$ cat src/rtl/i2c_frame_pkg.sv
// Shared framer definitions: FSM encoding, default header byte and checksum step.
package i2c_frame_pkg;

  localparam logic [2:0] ST_IDLE    = 3'd0;
  localparam logic [2:0] ST_HDR     = 3'd1;
  localparam logic [2:0] ST_LEN     = 3'd2;
  localparam logic [2:0] ST_PAYLOAD = 3'd3;
  localparam logic [2:0] ST_CSUM    = 3'd4;

  localparam logic [7:0] HEADER_DEFAULT = 8'hA5;

  function automatic logic [7:0] csum_upd(input logic [7:0] acc, input logic [7:0] b);
    return acc ^ b;
  endfunction

endpackage

$ cat src/rtl/rx_byte_fifo.sv
// Synchronous byte FIFO, first-word-fall-through; push visible in count next cycle.
// Push while full is refused unless a pop happens in the same cycle.
module rx_byte_fifo #(
  parameter int DEPTH = 16
) (
  input  logic                     clk_i,
  input  logic                     rst_i,
  input  logic                     push_i,
  input  logic [7:0]               wdata_i,
  input  logic                     pop_i,
  output logic [7:0]               rdata_o,
  output logic [7:0]               rnext_o,
  output logic                     full_o,
  output logic                     empty_o,
  output logic [$clog2(DEPTH):0]   count_o
);
  localparam int AW = $clog2(DEPTH);
  localparam int CW = AW + 1;
  localparam logic [AW:0] FULL_CNT = CW'(DEPTH);

  logic [7:0]    mem_q [DEPTH];
  logic [AW-1:0] wr_ptr_q, rd_ptr_q;
  logic [AW:0]   count_q;
  logic          do_push, do_pop;

  assign full_o  = (count_q == FULL_CNT);
  assign empty_o = (count_q == '0);
  assign do_pop  = pop_i & ~empty_o;
  assign do_push = push_i & (~full_o | do_pop);
  assign rdata_o = mem_q[rd_ptr_q];
  // Lookahead so the consumer can register the byte that follows a pop.
  assign rnext_o = mem_q[rd_ptr_q + AW'(1)];
  assign count_o = count_q;

  always_ff @(posedge clk_i) begin
    if (do_push) mem_q[wr_ptr_q] <= wdata_i;
  end

  always_ff @(posedge clk_i) begin
    if (rst_i) begin
      wr_ptr_q <= '0;
      rd_ptr_q <= '0;
      count_q  <= '0;
    end else begin
      if (do_push) wr_ptr_q <= wr_ptr_q + AW'(1);
      if (do_pop)  rd_ptr_q <= rd_ptr_q + AW'(1);
      case ({do_push, do_pop})
        2'b10:   count_q <= count_q + CW'(1);
        2'b01:   count_q <= count_q - CW'(1);
        default: count_q <= count_q;
      endcase
    end
  end
endmodule

$ cat src/rtl/i2c_rd_framer.sv
// Buffers I2C read bytes and emits HDR/LEN/payload/XOR frames; registered tx outputs, len+3 cycles per frame.
// Holds tx_data/tx_valid while tx_ready is low; bytes arriving into a full, unpopped FIFO are dropped and counted.
module i2c_rd_framer
  import i2c_frame_pkg::*;
#(
  parameter int         DEPTH       = 16,
  parameter int         MAX_PAYLOAD = 8,
  parameter int         TIMEOUT     = 50000,
  parameter logic [7:0] HEADER      = HEADER_DEFAULT
) (
  input  logic                   clk50mhz,
  input  logic                   rst,
  input  logic [7:0]             rcv_data,
  input  logic                   recv_done,
  output logic [7:0]             tx_data,
  output logic                   tx_valid,
  input  logic                   tx_ready,
  input  logic                   clr_ovf,
  output logic                   overflow,
  output logic [7:0]             drop_cnt,
  output logic [$clog2(DEPTH):0] fill,
  output logic                   busy
);
  localparam int CW = $clog2(DEPTH) + 1;
  localparam int TW = $clog2(TIMEOUT + 1);
  localparam logic [TW-1:0] TMO    = TW'(TIMEOUT);
  localparam logic [CW-1:0] MAXP_C = CW'(MAX_PAYLOAD);

  logic [2:0]    state_q, state_d;
  logic          prev_q;
  logic [TW-1:0] timer_q, timer_d;
  logic [7:0]    len_q, len_d, rem_q, rem_d, csum_q, csum_d;
  logic [7:0]    tx_data_q, tx_data_d, drop_q, drop_d;
  logic          tx_valid_q, tx_valid_d, ovf_q, ovf_d;

  logic [7:0]    fifo_rdata, fifo_rnext;
  logic          fifo_full, fifo_empty;
  logic [CW-1:0] fifo_cnt;
  logic          cap, accept, pop, drop, start;

  assign cap    = recv_done & ~prev_q;
  assign accept = tx_valid_q & tx_ready;
  assign pop    = accept & (state_q == ST_PAYLOAD) & ~fifo_empty;
  assign drop   = cap & fifo_full & ~pop;
  assign start  = (state_q == ST_IDLE) &
                  ((fifo_cnt >= MAXP_C) | ((fifo_cnt != '0) & (timer_q == TMO)));

  rx_byte_fifo #(.DEPTH(DEPTH)) u_fifo (
    .clk_i   (clk50mhz),
    .rst_i   (rst),
    .push_i  (cap),
    .wdata_i (rcv_data),
    .pop_i   (pop),
    .rdata_o (fifo_rdata),
    .rnext_o (fifo_rnext),
    .full_o  (fifo_full),
    .empty_o (fifo_empty),
    .count_o (fifo_cnt)
  );

  always_comb begin
    state_d    = state_q;
    len_d      = len_q;
    rem_d      = rem_q;
    csum_d     = csum_q;
    tx_data_d  = tx_data_q;
    tx_valid_d = tx_valid_q;
    case (state_q)
      ST_IDLE: if (start) begin
        state_d    = ST_HDR;
        len_d      = (fifo_cnt >= MAXP_C) ? 8'(MAX_PAYLOAD) : 8'(fifo_cnt);
        tx_valid_d = 1'b1;
        tx_data_d  = HEADER;
      end
      ST_HDR: if (accept) begin
        state_d   = ST_LEN;
        csum_d    = len_q;
        tx_data_d = len_q;
      end
      ST_LEN: if (accept) begin
        state_d   = ST_PAYLOAD;
        rem_d     = len_q;
        tx_data_d = fifo_rdata;
      end
      ST_PAYLOAD: if (accept) begin
        csum_d = csum_upd(csum_q, tx_data_q);
        rem_d  = rem_q - 8'd1;
        if (rem_q == 8'd1) begin
          state_d   = ST_CSUM;
          tx_data_d = csum_d;
        end else begin
          tx_data_d = fifo_rnext;
        end
      end
      ST_CSUM: if (accept) begin
        state_d    = ST_IDLE;
        tx_valid_d = 1'b0;
        tx_data_d  = 8'h00;
      end
      default: begin
        state_d    = ST_IDLE;
        tx_valid_d = 1'b0;
        tx_data_d  = 8'h00;
      end
    endcase
  end

  always_comb begin
    timer_d = timer_q;
    if ((state_q != ST_IDLE) || (fifo_cnt == '0) || cap) timer_d = '0;
    else if (timer_q != TMO)                             timer_d = timer_q + TW'(1);
  end

  // A drop in the same cycle as clr_ovf takes precedence and counts as the first drop.
  always_comb begin
    ovf_d  = ovf_q;
    drop_d = drop_q;
    if (clr_ovf) begin
      ovf_d  = 1'b0;
      drop_d = 8'd0;
    end
    if (drop) begin
      ovf_d  = 1'b1;
      drop_d = clr_ovf ? 8'd1 : ((drop_q == 8'hFF) ? drop_q : drop_q + 8'd1);
    end
  end

  always_ff @(posedge clk50mhz) begin
    if (rst) begin
      state_q    <= ST_IDLE;
      prev_q     <= 1'b0;
      timer_q    <= '0;
      len_q      <= 8'd0;
      rem_q      <= 8'd0;
      csum_q     <= 8'd0;
      tx_data_q  <= 8'd0;
      tx_valid_q <= 1'b0;
      ovf_q      <= 1'b0;
      drop_q     <= 8'd0;
    end else begin
      state_q    <= state_d;
      prev_q     <= recv_done;
      timer_q    <= timer_d;
      len_q      <= len_d;
      rem_q      <= rem_d;
      csum_q     <= csum_d;
      tx_data_q  <= tx_data_d;
      tx_valid_q <= tx_valid_d;
      ovf_q      <= ovf_d;
      drop_q     <= drop_d;
    end
  end

  assign tx_data  = tx_data_q;
  assign tx_valid = tx_valid_q;
  assign overflow = ovf_q;
  assign drop_cnt = drop_q;
  assign fill     = fifo_cnt;
  assign busy     = (state_q != ST_IDLE);
endmodule

$ cat config.mk
export PLATFORM = sky130hd
export DESIGN_NAME = i2c_rd_framer
export DESIGN_NICKNAME = d
export VERILOG_FILES = /design/src/rtl/i2c_frame_pkg.sv /design/src/rtl/rx_byte_fifo.sv /design/src/rtl/i2c_rd_framer.sv
export SDC_FILE = /design/constraint.sdc
export NUM_CORES = 1
export LEC_CHECK = 0
export ABC_AREA = 1
export CAP_MARGIN = 20
export CORE_ASPECT_RATIO = 0.5
export CORE_MARGIN = 2
export CORE_UTILIZATION = 56
export CTS_CLUSTER_SIZE = 40
export DETAILED_ROUTE_END_ITERATION = 10
export PLACE_DENSITY = 0.77
export SLEW_MARGIN = 20
export SYNTH_ARGS = -nofsm -noshare
export SYNTH_HDL_FRONTEND = slang
export SYNTH_SLANG_ARGS = --single-unit
export TNS_END_PERCENT = 30
$ cat constraint.sdc
create_clock -name clk50mhz -period 2.82 [get_ports clk50mhz]
set_input_delay 0.846 -clock clk50mhz [delete_from_list [all_inputs] [get_ports clk50mhz]]
set_output_delay 0.846 -clock clk50mhz [all_outputs]
set_load 0.01 [all_outputs]
==> impl_metrics.tcl <==
set metrics [dict create \
    cts_tree "yes" \
    route.detailed.drc 0 \
    netlist_area_um2 10500 \
    seqCellArea_um2 5370 \
    coreArea_um2 18400 \
    post_cts_buffers 0 \
    endpoint_kind "primary output" \
    die_h_um 101 \
    grt_pass1_wl_um 45300 \
    layout_min_cycle_time_ps 2720 \
    io_buffers 36 \
    syn_inst 1297 \
    syn_nets 1323 \
    grt.total_usage 0.293 \
    cp_max_fo 7 \
    clockBufferDepth 3 \
    worst_slew_pin_slew_ps 800 \
    async_reset_ff_frac 0 \
    num_rows 35 \
    num_vias 9412 \
    antenna_cells 0 \
    viasPerCell 5.87 \
    cts_buffers 19 \
    syn_to_final_growth_pct 14.4 \
    fmaxAchievable_ghz 0.367 \
    synth.area.top_cells "edfxtp_1, dfxtp_1, nand2_1" \
    grt.busiest_layer "met2" \
    leakagePower_uw 0.00482 \
    worst_slack_ps 97.2 \
    clkTransAtPathRegs_ps 70 \
    whs_ps 444 \
    synth_common_cells "nand2_1, nand3_1, inv_1, edfxtp_1, nor2_1" \
    synth_flop_cell "edfxtp_1" \
    critPathLaunchType "register" \
    globalplace.congestion 0.877 \
    synth_edf_count 128 \
    grt_use_met2 0.478 \
    clock-skew-final_ps 23.3 \
    hold_class "reg2reg" \
    avgSynthCellArea_um2 8.11 \
    drv_cap 0 \
    worst_skew_pair.late_latency_ps 510 \
    wirelength_um 28900 \
    synth.most_common_cell "nand2_1" \
    synth_cell_types 41 \
    drt-initial-drc-count 1294 \
    die_area_um2 20000 \
    dp_hpwl_um 19100 \
    worstPathArrival_ps 1880 \
    overflow 0 \
    ioPinCount 37 \
    multi_input_area_um2 4270 \
    antenna_found_initial 2 \
    min_period_over_period 0.966 \
    drive_gt1_frac 0.0924 \
    grt_pass1_vias 8895 \
    cts_root_buf "clkbuf_16" \
    htree_num_levels 1 \
    drv_slew 0 \
    wl_per_cell_um 18.0 \
    initial_utilization 0.572 \
    required_ps 1970 \
    yosysSeqAreaShare 0.510 \
    rsz0062_at_grt "no" \
    n_fill_cell 1527 \
    die_w_um 198 \
    layout.nets 1378 \
    setup_viol 0 \
    yosysTopAreaCell "edfxtp_1" \
    ys_ff_latch 204 \
    synth_top_area_frac 0.366 \
    grtUsageMet3 0.0639 \
    ir_drop_mv 0.350 \
    dr.pass1.iters 6 \
    yosysWarnings 0 \
    clock-sinks 204 \
    run_status "completed" \
    grtUsageMet1 0.383 \
    worstSetupPathType "reg2out" \
    ant_nets 0 \
    dp_slack_ps -473 \
    hold_viol_final 0 \
    maxSlewHeadroom 0.467 \
    p_per_area_nw_per_um2 605 \
    grt_start_max_net_pins 92 \
]
-- cells by family after synthesis --
group,share of synthesized area
AOI/OAI and AO/OA,0.111
xor gates and xnor gates,0.0156
adders and majority gates,0.0155
buffers and inverters,0.0862
DFF,0.510
and+or+nand+nor,0.262
-- sequential cells by signal (all words and copies together), names as in the netlist, 4 cells and up, named ones only --
signal and flops:
u_fifo.count_o 5, rem_q 8, timer_q 16, tx_data 8
u_fifo.wr_ptr_q 4, len_q 5, u_fifo.rd_ptr_q 4, drop_cnt 8
csum_q 8, u_fifo.mem_q 128
-- layer usage --
| metal | share of wire | routed length [um] |
|---|---|---|
| met4 | 0.034 | 993 |
| met5 | 0.00045 | 13 |
| met3 | 0.11 | 3260 |
| met2 | 0.46 | 13200 |
| met1 | 0.40 | 11400 |
-- cells in the final DEF, fill, tap and decap left out, drive strengths merged, types with 3 or more instances in the layout --
cell type and n:
nand3 186, nor2 103, buf 54, xor2 10, a2bb2oi 3, clkbuf 23, o211ai 23, nor4 5
clkdlybuf4s50 36, a21oi 85, nand4 11, nor3 11, a211oi 7, nand2 311, edfxtp 128, dfxtp 76
inv 170, o21ai 83, xnor2 7, ha 13, o21a 3, clkinv 8
-- final cells by class --
class | count | area share
clock buffer | 23 | 0.0469
clock inverter | 10 | 0.00884
inverter | 170 | 0.0531
multi-input combinational | 867 | 0.355
sequential | 204 | 0.446
tap | 240 | 0.0250
timing repair buffer | 90 | 0.0647
-- where the power goes --
group	switching (uW)	internal, uW
combinational	706	418
clock	1150	1620
sequential	120	3270
total	1970	5300
-- final timing paths --
check | from | to | slack (ps) | cells after the start
worst max-delay path | state_q[1] | busy | 100 | 3
worst min register to register | len_q[4] | len_q[4] | 440 | 2
worst min-delay path | len_q[4] | len_q[4] | 440 | 2
worst max register to register | u_fifo.rd_ptr_q[0] | tx_data[7] | 420 | 10
-- per-stage QoR --
stage,cells,area (um2),TNS (ps),utilization,total power [uW]
after detailed placement,1571,11300,-14540,0.616,4550
after global placement,1571,11300,-9670,0.616,4520
after global routing,1604,12000,0,0.654,7560
final,1604,12000,0,0.654,7270
after floorplan,1297,10500,0,-,4160
after CTS,1604,12000,0,0.653,7290
-- critical path, stage by stage (launching register included) --
cell,delay (ps)
dfxtp_1,600
nor2_4,90
inv_2,120
clkdlybuf4s50_1,570
-- what timing repair did --
action                     CTS  global route
setup endpoints to repair    0             2
hold endpoints to repair     0             0
resized for setup            0             7
hold buffers                 0             0
No activity file was read; power rests on OpenSTA's default activity.
